<file path="src/rtl/aurva_pass_scheduler_if.sv">
// Purpose: groups the job-control, master-handshake and status signals of the pass scheduler.
// Latency: none, wiring only.
// Backpressure: none; start/done are single-cycle pulses with no ready path.
interface aurva_pass_scheduler_if #(
  parameter int C_M_AXI_ADDR_WIDTH = 64,
  parameter int C_XFER_SIZE_WIDTH  = 32,
  parameter int C_PASS_CNT_WIDTH   = 8
);
  logic                          ap_start;
  logic                          ap_done;
  logic                          ap_idle;
  logic [C_M_AXI_ADDR_WIDTH-1:0] ctrl_src_addr;
  logic [C_M_AXI_ADDR_WIDTH-1:0] ctrl_dst_addr;
  logic [C_XFER_SIZE_WIDTH-1:0]  ctrl_xfer_size_in_bytes;
  logic [C_PASS_CNT_WIDTH-1:0]   ctrl_num_passes;
  logic                          ctrl_is_intt;
  logic                          rd_start;
  logic [C_M_AXI_ADDR_WIDTH-1:0] rd_addr_offset;
  logic                          rd_done;
  logic                          wr_start;
  logic [C_M_AXI_ADDR_WIDTH-1:0] wr_addr_offset;
  logic                          wr_done;
  logic [C_XFER_SIZE_WIDTH-1:0]  xfer_size;
  logic                          kernel_is_intt;
  logic [C_PASS_CNT_WIDTH-1:0]   pass_index;
  logic [C_M_AXI_ADDR_WIDTH-1:0] final_addr;
  logic                          cfg_err;
  logic [31:0]                   perf_cycles;

  // Scheduler side.
  modport master (
    input  ap_start, ctrl_src_addr, ctrl_dst_addr, ctrl_xfer_size_in_bytes,
           ctrl_num_passes, ctrl_is_intt, rd_done, wr_done,
    output ap_done, ap_idle, rd_start, rd_addr_offset, wr_start, wr_addr_offset,
           xfer_size, kernel_is_intt, pass_index, final_addr, cfg_err, perf_cycles
  );

  // Host / memory-master side.
  modport slave (
    output ap_start, ctrl_src_addr, ctrl_dst_addr, ctrl_xfer_size_in_bytes,
           ctrl_num_passes, ctrl_is_intt, rd_done, wr_done,
    input  ap_done, ap_idle, rd_start, rd_addr_offset, wr_start, wr_addr_offset,
           xfer_size, kernel_is_intt, pass_index, final_addr, cfg_err, perf_cycles
  );
endinterface

</file>
<file path="src/rtl/aurva_pass_scheduler.sv">
// Purpose: sequences multi-pass ping-pong transform jobs between buffers A and B.
// Latency: start->rd/wr_start 1 cycle; done pair->next launch 2 cycles; final done pair->ap_done 1 cycle.
// Backpressure: none; waits for both master done pulses, stray or duplicate pulses are absorbed.
module aurva_pass_scheduler #(
  parameter int C_M_AXI_ADDR_WIDTH = 64,
  parameter int C_XFER_SIZE_WIDTH  = 32,
  parameter int C_PASS_CNT_WIDTH   = 8
) (
  input logic                    aclk,
  input logic                    areset,
  aurva_pass_scheduler_if.master bus
);

  localparam logic [C_PASS_CNT_WIDTH-1:0] PASS_ONE = 1;

  typedef enum logic [2:0] {
    S_IDLE,
    S_LAUNCH,
    S_RUN,
    S_NEXT,
    S_DONE
  } state_t;

  state_t state_q, state_d;

  // Latched job configuration.
  logic [C_M_AXI_ADDR_WIDTH-1:0] src_q, dst_q;
  logic [C_PASS_CNT_WIDTH-1:0]   num_passes_q;

  // Pass bookkeeping.
  logic [C_PASS_CNT_WIDTH-1:0]   pass_index_q, pass_index_d;
  logic                          rd_seen_q, rd_seen_d;
  logic                          wr_seen_q, wr_seen_d;

  // Registered outputs.
  logic                          ap_done_q, ap_idle_q;
  logic                          rd_start_q, wr_start_q;
  logic [C_M_AXI_ADDR_WIDTH-1:0] rd_addr_q, wr_addr_q, final_addr_q;
  logic [C_XFER_SIZE_WIDTH-1:0]  xfer_size_q;
  logic                          kernel_is_intt_q;
  logic                          cfg_err_q;
  logic [31:0]                   perf_q;

  // Decode helpers.
  logic                          start_accept;
  logic                          cfg_bad;
  logic                          last_pass;
  logic [C_M_AXI_ADDR_WIDTH-1:0] src_eff, dst_eff;

  assign cfg_bad   = (bus.ctrl_num_passes == '0) || (bus.ctrl_xfer_size_in_bytes == '0);
  assign last_pass = (pass_index_q == (num_passes_q - PASS_ONE));
  // On the accepting cycle the config registers are not loaded yet, so use the live inputs.
  assign src_eff   = start_accept ? bus.ctrl_src_addr : src_q;
  assign dst_eff   = start_accept ? bus.ctrl_dst_addr : dst_q;

  // Next-state, pass counter and done-flag tracking.
  always_comb begin
    state_d      = state_q;
    pass_index_d = pass_index_q;
    rd_seen_d    = rd_seen_q;
    wr_seen_d    = wr_seen_q;
    start_accept = 1'b0;
    case (state_q)
      S_IDLE: begin
        if (bus.ap_start) begin
          start_accept = 1'b1;
          pass_index_d = '0;
          rd_seen_d    = 1'b0;
          wr_seen_d    = 1'b0;
          state_d      = cfg_bad ? S_DONE : S_LAUNCH;
        end
      end
      S_LAUNCH: begin
        rd_seen_d = 1'b0;
        wr_seen_d = 1'b0;
        state_d   = S_RUN;
      end
      S_RUN: begin
        // Flags are sticky so the two masters may finish in any order.
        rd_seen_d = rd_seen_q | bus.rd_done;
        wr_seen_d = wr_seen_q | bus.wr_done;
        if (rd_seen_d && wr_seen_d) begin
          state_d = last_pass ? S_DONE : S_NEXT;
        end
      end
      S_NEXT: begin
        pass_index_d = pass_index_q + PASS_ONE;
        state_d      = S_LAUNCH;
      end
      S_DONE: begin
        state_d = S_IDLE;
      end
      default: begin
        state_d = S_IDLE;
      end
    endcase
  end

  // State register.
  always_ff @(posedge aclk) begin
    if (areset) begin
      state_q <= S_IDLE;
    end else begin
      state_q <= state_d;
    end
  end

  // Config latch, pass bookkeeping and registered outputs derived from the next state.
  always_ff @(posedge aclk) begin
    if (areset) begin
      src_q            <= '0;
      dst_q            <= '0;
      num_passes_q     <= '0;
      pass_index_q     <= '0;
      rd_seen_q        <= 1'b0;
      wr_seen_q        <= 1'b0;
      ap_done_q        <= 1'b0;
      ap_idle_q        <= 1'b1;
      rd_start_q       <= 1'b0;
      wr_start_q       <= 1'b0;
      rd_addr_q        <= '0;
      wr_addr_q        <= '0;
      final_addr_q     <= '0;
      xfer_size_q      <= '0;
      kernel_is_intt_q <= 1'b0;
      cfg_err_q        <= 1'b0;
      perf_q           <= '0;
    end else begin
      pass_index_q <= pass_index_d;
      rd_seen_q    <= rd_seen_d;
      wr_seen_q    <= wr_seen_d;

      if (start_accept) begin
        src_q            <= bus.ctrl_src_addr;
        dst_q            <= bus.ctrl_dst_addr;
        num_passes_q     <= bus.ctrl_num_passes;
        xfer_size_q      <= bus.ctrl_xfer_size_in_bytes;
        kernel_is_intt_q <= bus.ctrl_is_intt;
        cfg_err_q        <= cfg_bad;
        perf_q           <= '0;
      end else if (state_q != S_IDLE && perf_q != '1) begin
        perf_q <= perf_q + 32'd1;
      end

      rd_start_q <= (state_d == S_LAUNCH);
      wr_start_q <= (state_d == S_LAUNCH);
      ap_done_q  <= (state_d == S_DONE);
      ap_idle_q  <= (state_d == S_IDLE);

      // Even passes read A and write B; odd passes swap the roles.
      if (state_d == S_LAUNCH) begin
        rd_addr_q <= pass_index_d[0] ? dst_eff : src_eff;
        wr_addr_q <= pass_index_d[0] ? src_eff : dst_eff;
      end

      // The result lives wherever the last pass wrote; a rejected job points at A.
      if (start_accept && cfg_bad) begin
        final_addr_q <= bus.ctrl_src_addr;
      end else if (state_q == S_RUN && state_d == S_DONE) begin
        final_addr_q <= wr_addr_q;
      end
    end
  end

  assign bus.ap_done        = ap_done_q;
  assign bus.ap_idle        = ap_idle_q;
  assign bus.rd_start       = rd_start_q;
  assign bus.wr_start       = wr_start_q;
  assign bus.rd_addr_offset = rd_addr_q;
  assign bus.wr_addr_offset = wr_addr_q;
  assign bus.xfer_size      = xfer_size_q;
  assign bus.kernel_is_intt = kernel_is_intt_q;
  assign bus.pass_index     = pass_index_q;
  assign bus.final_addr     = final_addr_q;
  assign bus.cfg_err        = cfg_err_q;
  assign bus.perf_cycles    = perf_q;

endmodule

</file>
<file path="src/flat_wrapper.sv">
// flat-port wrapper written by rule: the top's interface ports become plain ports
module aurva_pass_scheduler_flat 
#(
  parameter int C_M_AXI_ADDR_WIDTH = 64,
  parameter int C_XFER_SIZE_WIDTH  = 32,
  parameter int C_PASS_CNT_WIDTH   = 8
)
  (aclk, areset, bus_ap_start, bus_ctrl_src_addr, bus_ctrl_dst_addr, bus_ctrl_xfer_size_in_bytes, bus_ctrl_num_passes, bus_ctrl_is_intt, bus_rd_done, bus_wr_done, bus_ap_done, bus_ap_idle, bus_rd_start, bus_rd_addr_offset, bus_wr_start, bus_wr_addr_offset, bus_xfer_size, bus_kernel_is_intt, bus_pass_index, bus_final_addr, bus_cfg_err, bus_perf_cycles);
  aurva_pass_scheduler_if #(.C_M_AXI_ADDR_WIDTH(C_M_AXI_ADDR_WIDTH), .C_XFER_SIZE_WIDTH(C_XFER_SIZE_WIDTH), .C_PASS_CNT_WIDTH(C_PASS_CNT_WIDTH)) bus_i ();
  input logic aclk;
  input logic areset;
  input wire logic [$bits(bus_i.ap_start)-1:0] bus_ap_start;
  input wire logic [$bits(bus_i.ctrl_src_addr)-1:0] bus_ctrl_src_addr;
  input wire logic [$bits(bus_i.ctrl_dst_addr)-1:0] bus_ctrl_dst_addr;
  input wire logic [$bits(bus_i.ctrl_xfer_size_in_bytes)-1:0] bus_ctrl_xfer_size_in_bytes;
  input wire logic [$bits(bus_i.ctrl_num_passes)-1:0] bus_ctrl_num_passes;
  input wire logic [$bits(bus_i.ctrl_is_intt)-1:0] bus_ctrl_is_intt;
  input wire logic [$bits(bus_i.rd_done)-1:0] bus_rd_done;
  input wire logic [$bits(bus_i.wr_done)-1:0] bus_wr_done;
  output wire logic [$bits(bus_i.ap_done)-1:0] bus_ap_done;
  output wire logic [$bits(bus_i.ap_idle)-1:0] bus_ap_idle;
  output wire logic [$bits(bus_i.rd_start)-1:0] bus_rd_start;
  output wire logic [$bits(bus_i.rd_addr_offset)-1:0] bus_rd_addr_offset;
  output wire logic [$bits(bus_i.wr_start)-1:0] bus_wr_start;
  output wire logic [$bits(bus_i.wr_addr_offset)-1:0] bus_wr_addr_offset;
  output wire logic [$bits(bus_i.xfer_size)-1:0] bus_xfer_size;
  output wire logic [$bits(bus_i.kernel_is_intt)-1:0] bus_kernel_is_intt;
  output wire logic [$bits(bus_i.pass_index)-1:0] bus_pass_index;
  output wire logic [$bits(bus_i.final_addr)-1:0] bus_final_addr;
  output wire logic [$bits(bus_i.cfg_err)-1:0] bus_cfg_err;
  output wire logic [$bits(bus_i.perf_cycles)-1:0] bus_perf_cycles;
  assign bus_i.ap_start = bus_ap_start;
  assign bus_i.ctrl_src_addr = bus_ctrl_src_addr;
  assign bus_i.ctrl_dst_addr = bus_ctrl_dst_addr;
  assign bus_i.ctrl_xfer_size_in_bytes = bus_ctrl_xfer_size_in_bytes;
  assign bus_i.ctrl_num_passes = bus_ctrl_num_passes;
  assign bus_i.ctrl_is_intt = bus_ctrl_is_intt;
  assign bus_i.rd_done = bus_rd_done;
  assign bus_i.wr_done = bus_wr_done;
  assign bus_ap_done = bus_i.ap_done;
  assign bus_ap_idle = bus_i.ap_idle;
  assign bus_rd_start = bus_i.rd_start;
  assign bus_rd_addr_offset = bus_i.rd_addr_offset;
  assign bus_wr_start = bus_i.wr_start;
  assign bus_wr_addr_offset = bus_i.wr_addr_offset;
  assign bus_xfer_size = bus_i.xfer_size;
  assign bus_kernel_is_intt = bus_i.kernel_is_intt;
  assign bus_pass_index = bus_i.pass_index;
  assign bus_final_addr = bus_i.final_addr;
  assign bus_cfg_err = bus_i.cfg_err;
  assign bus_perf_cycles = bus_i.perf_cycles;
  aurva_pass_scheduler #(.C_M_AXI_ADDR_WIDTH(C_M_AXI_ADDR_WIDTH), .C_XFER_SIZE_WIDTH(C_XFER_SIZE_WIDTH), .C_PASS_CNT_WIDTH(C_PASS_CNT_WIDTH)) u_core (.aclk(aclk), .areset(areset), .bus(bus_i));
endmodule
</file>
<file path="config.mk">
export PLATFORM = sky130hd
export DESIGN_NAME = aurva_pass_scheduler_flat
export DESIGN_NICKNAME = d
export VERILOG_FILES = /design/src/rtl/aurva_pass_scheduler_if.sv /design/src/rtl/aurva_pass_scheduler.sv /design/src/flat_wrapper.sv
export SDC_FILE = /design/constraint.sdc
export NUM_CORES = 1
export LEC_CHECK = 0
export BUFFER_PORTS_ARGS = -buffer_cell sky130_fd_sc_hd__buf_4
export CAP_MARGIN = 20
export CORE_ASPECT_RATIO = 1.75
export CORE_MARGIN = 5
export CORE_UTILIZATION = 29
export CTS_BUF_LIST = sky130_fd_sc_hd__clkbuf_8 sky130_fd_sc_hd__clkbuf_16
export DETAILED_ROUTE_END_ITERATION = 16
export PLACE_DENSITY_LB_ADDON = 0.3
export SYNTH_ARGS = -nofsm -noshare
export SYNTH_HDL_FRONTEND = slang
export SYNTH_SLANG_ARGS = --single-unit
</file>
<file path="constraint.sdc">
create_clock -name aclk -period 2.8 [get_ports aclk]
set_input_delay 0.84 -clock aclk [delete_from_list [all_inputs] [get_ports aclk]]
set_output_delay 0.84 -clock aclk [all_outputs]
set_load 0.01 [all_outputs]
</file>
==> impl.org <==
** Logic synthesis
- The number of nets in the synthesized netlist is 2447.
- Post-synth top flop :: dfxtp_1
- Netlist Area Pre-Place :: 18640 sq um
- Average instance area after synthesis :: 8.212 sq um
- Number of register bits inferred by synthesis :: 410
- Fraction of synthesis flops using an asynchronous set or reset pin :: 0%
- The cell count after synthesis came out at 2270.
- Post-synth EDFFs :: 0
- For this run, the number of Yosys warnings is 0.
- Sequential cells were found to cover 44.03% of the synthesized design area.
- In this run, distinct cell masters in the synthesized netlist total 52.

** Finish
- The final layout contains 2779 nets.
- Leaving out filler cells and counting taps, the final layout contains 3455.
- Counting the fill cells in the layout gives 6484.
- Once layout is done, the placed cells without fillers occupy 24640 sq um.
- Synth-to-Final Area Change :: 32.18%
- Share of layout cells above drive strength 1 :: 24.38%

** Global route
- The initial antenna violation count came to 11.
- Global routing used 34.68% of the available met2 tracks.
- After global routing the overflow that remains totals 0.
- Global-route wire length before repair :: 116900 um
- GRT met3 Usage :: 5.600%
- Vias in the first global route :: 18790
- met2 is the most crowded layer.
- Global routing consumed, on the met1 layer, 25.01% of the routing resources.
- Entering global routing, the biggest net connects 157 pins.
- GRT Util Overall :: 20.90%

** CTS
- After clock tree synthesis, the flow added hold-fix buffers numbering 0.
- Counting along the longest clock path gives a buffer depth of 3.
- CTS tree :: yes
- Insertion delay of the later-clocked pin in the worst-skew pair :: 0.59 ns
- Post-CTS timing repair inserted 0 buffers for setup.
- Clock net sink count :: 410
- Cell at the root of the clock tree :: clkbuf_16
- TritonCTS created 43 clock buffers.
- Deepest level of the CTS H-tree :: 2
- After clock tree synthesis, the clock-pin slew on the worst setup and hold paths is 0.06 ns.
- Count of instances resized after the clock tree is built :: 0

** Routing
- DRC violations left :: 0
- The first detailed-routing pass took 5 iterations.
- Count of vias placed by the detailed router :: 19290
- Mean routed wirelength per cell :: 22.30 um
- Dividing the detail-routed via count by the number of cells gives 5.582.
- For this block, the initial DRC count from the detailed router was 1538.
- Remaining antenna violation count after routing :: 0
- Total wire length :: 77040 um

** Timing
- For the pin with the worst max-slew slack, the measured transition is 1.099 ns.
- Final Hold Viols :: 0
- Setup total negative slack on the finished layout was measured at 0 ns.
- Number of endpoints failing setup at the final stage :: 0
- Rel. slew slack :: 26.76%
- RSZ-0062 raised after global routing :: no
- Min Clock Period, post-route :: 2.660 ns
- Across the routed clock network, the largest skew measured is 0.03310 ns.
- Final period util :: 94.99%
- The number of max-slew violations in the final report was 0.
- For this run, the top clock speed supported by timing is 376.0 MHz.
- The worst path meets setup with 0.1402 ns of slack.

** Hold path
- Hold Crit Depth :: 2
- Worst min-delay path startpoint :: u_core.bus.xfer_size[25]
- Path type of the worst min-delay path :: flop to flop

** Setup path
- Setup slack, reg-to-reg :: 0.14 ns
- For the worst setup path, the data required time is 3.30 ns.
- Worst Path Arrival :: 3.16 ns
- Worst reg2reg path depth :: 5
- Following the worst setup path forward leads to its endpoint at u_core.bus.wr_addr_offset[59].
- Launch point of the worst path :: u_core.state_q[2]
- Largest driver fanout on the critical path :: 25
- Reg2Reg Capture Point :: u_core.bus.wr_addr_offset[59]
- Setup CP Type :: flop to flop
- STA classifies the critical path endpoint as a flop.
- The startpoint identified for the worst register-to-register timing path is u_core.state_q[2].
- Kind of start point of the critical path :: flop

** Floorplanning
- The initialized floorplan defines 123 standard-cell rows.
- Once the floorplan was initialized, standard cells occupied 29.12% of the core.
- Floorplan die area :: 69650 sq um
- Die width :: 201.7 um
- Die Y :: 345.4 um
- Number of I/O pins :: 444
- Core area :: 64020 sq um

** Power and ir drop
- Power Density :: 598.7 nW/um^2
- The worst-case IR drop observed on VDD is 0.0004462 V.
- Standby leakage power :: 0.009473 uW

** Status
- Result of the run :: finished, final reports clean

** Placed design
- Detailed placement finished with a half-perimeter wire length of 52480 um.
- IO buf count :: 443
- Post-placement setup slack :: -0.3391 ns
- Final weighted congestion of routability-driven global placement :: 0.8926
- Cell area after placement :: 23270 sq um
- Placed instance count :: 3369

** Run
- Number of maximum-capacitance constraint violations :: 0
==> synth_stat cells (4+ instances only) <==
library cell	n	share of area, %
dfxtp_1	410	44
a21oi_1	321	8.6
clkbuf_1	183	3.7
nor2_1	165	3.3
nand2_1	164	3.3
nor3_1	141	3.8
nand3_1	139	3.7
o31ai_1	132	5.3
mux2i_1	130	7.0
o22ai_1	129	4.3
or4_1	70	2.8
a31oi_1	64	2.1
buf_2	50	1.3
buf_1	25	0.50
xor2_1	19	0.89
or3_1	16	0.54
o21ai_0	14	0.38
nor4_1	9	0.30
and3_1	8	0.27
o2111ai_1	8	0.38
xnor2_1	8	0.38
inv_1	7	0.14
nand4_1	7	0.23
and4_1	5	0.23
and2_1	4	0.13
o211ai_1	4	0.16
==> layer usage <==
layer	routed length, um	share of wire, %	up-vias
li1	-	-	9032
met1	29990	39	9101
met2	36630	48	968
met3	6444	8.4	184
met4	3962	5.1	2
met5	13	0.017	-
==> worst min-delay path by stage <==
stage | to | slack, ns
floorplan | u_core.rd_seen_q | 0.44
global placement | u_core.bus.xfer_size[13] | 0.45
detailed placement | u_core.bus.xfer_size[25] | 0.45
CTS | u_core.bus.wr_addr_offset[2] | 0.46
global route | u_core.bus.xfer_size[12] | 0.48
finish | u_core.bus.xfer_size[25] | 0.46
==> per-stage QoR <==
stage | util [%] | hold slack [ns] | total power [uW]
floorplan | - | 0.4371 | 7970
global placement | 36.34 | 0.4470 | 9222
detailed placement | 36.34 | 0.4517 | 9270
CTS | 38.45 | 0.4568 | 14910
global route | 38.47 | 0.4809 | 15380
finish | 38.49 | 0.4554 | 14750
==> flip-flops by register name (all words and copies together) (netlist names), 3 cells and up <==
register / count
u_core.src_q: 64
u_core.dst_q: 64
u_core.bus.wr_addr_offset: 64
u_core.state_q: 3
u_core.num_passes_q: 8
u_core.bus.xfer_size: 32
u_core.bus.rd_addr_offset: 64
u_core.bus.perf_cycles: 32
u_core.bus.pass_index: 8
u_core.bus.final_addr: 64
==> layout by cell type (no fill, tap or decap), types with 8 or more instances in the layout <==
cell type and n:
o31ai_1 132, o22ai_1 129, diode_2 10, nand2_1 164
clkbuf_16 44, nor4_1 9, nor2_1 163, o2111ai_1 8
dfxtp_1 410, mux2i_1 130, nor3_1 141, a21oi_1 320
inv_1 16, buf_4 515, or3_1 16, nand3_1 138
a31oi_1 64, clkbuf_8 8, or4_1 70, clkinv_2 8
buf_12 35, xnor2_1 8, xor2_1 19, o21ai_0 13
==> power breakdown <==
group | total [uW] | switching [uW] | internal (uW) | leakage (uW)
logic | 2770 | 1680 | 1090 | 0.00543
registers | 6380 | 206 | 6170 | 0.00334
clock network | 5600 | 2520 | 3080 | 0.000702
==> cells by family (layout without fill, tap and decap cells) <==
group,after synthesis,after routing,synth area share (%)
AND/OR/NAND/NOR,742,742,19.40
other,0,10,0
AO/OA/AOI/OAI,685,685,22.04
XOR/XNOR,27,27,1.269
adder cells (fa/ha/maj),3,3,0.2014
buffers and inverters,271,634,5.961
multiplexers,132,132,7.102
flip-flops,410,410,44.03
==> cell type report <==
class	count	area, sq um	share of cell area, %
tap	812	1016	4.123
multi-input combinational	1589	9434	38.29
inverter	7	26.28	0.1066
sequential	410	8208	33.31
timing repair buffer	551	4582	18.60
antenna	10	25.02	0.1016
clock inverter	24	136.4	0.5535
clock buffer	52	1211	4.916
==> critical path, stage by stage, from the launching register on <==
cell      delay, ns
dfxtp_1        0.32
or4b_4         0.56
a211oi_4       0.88
buf_4          0.45
o22ai_1        0.14
a21oi_1        0.20
Power figures use the tool's default switching activity.
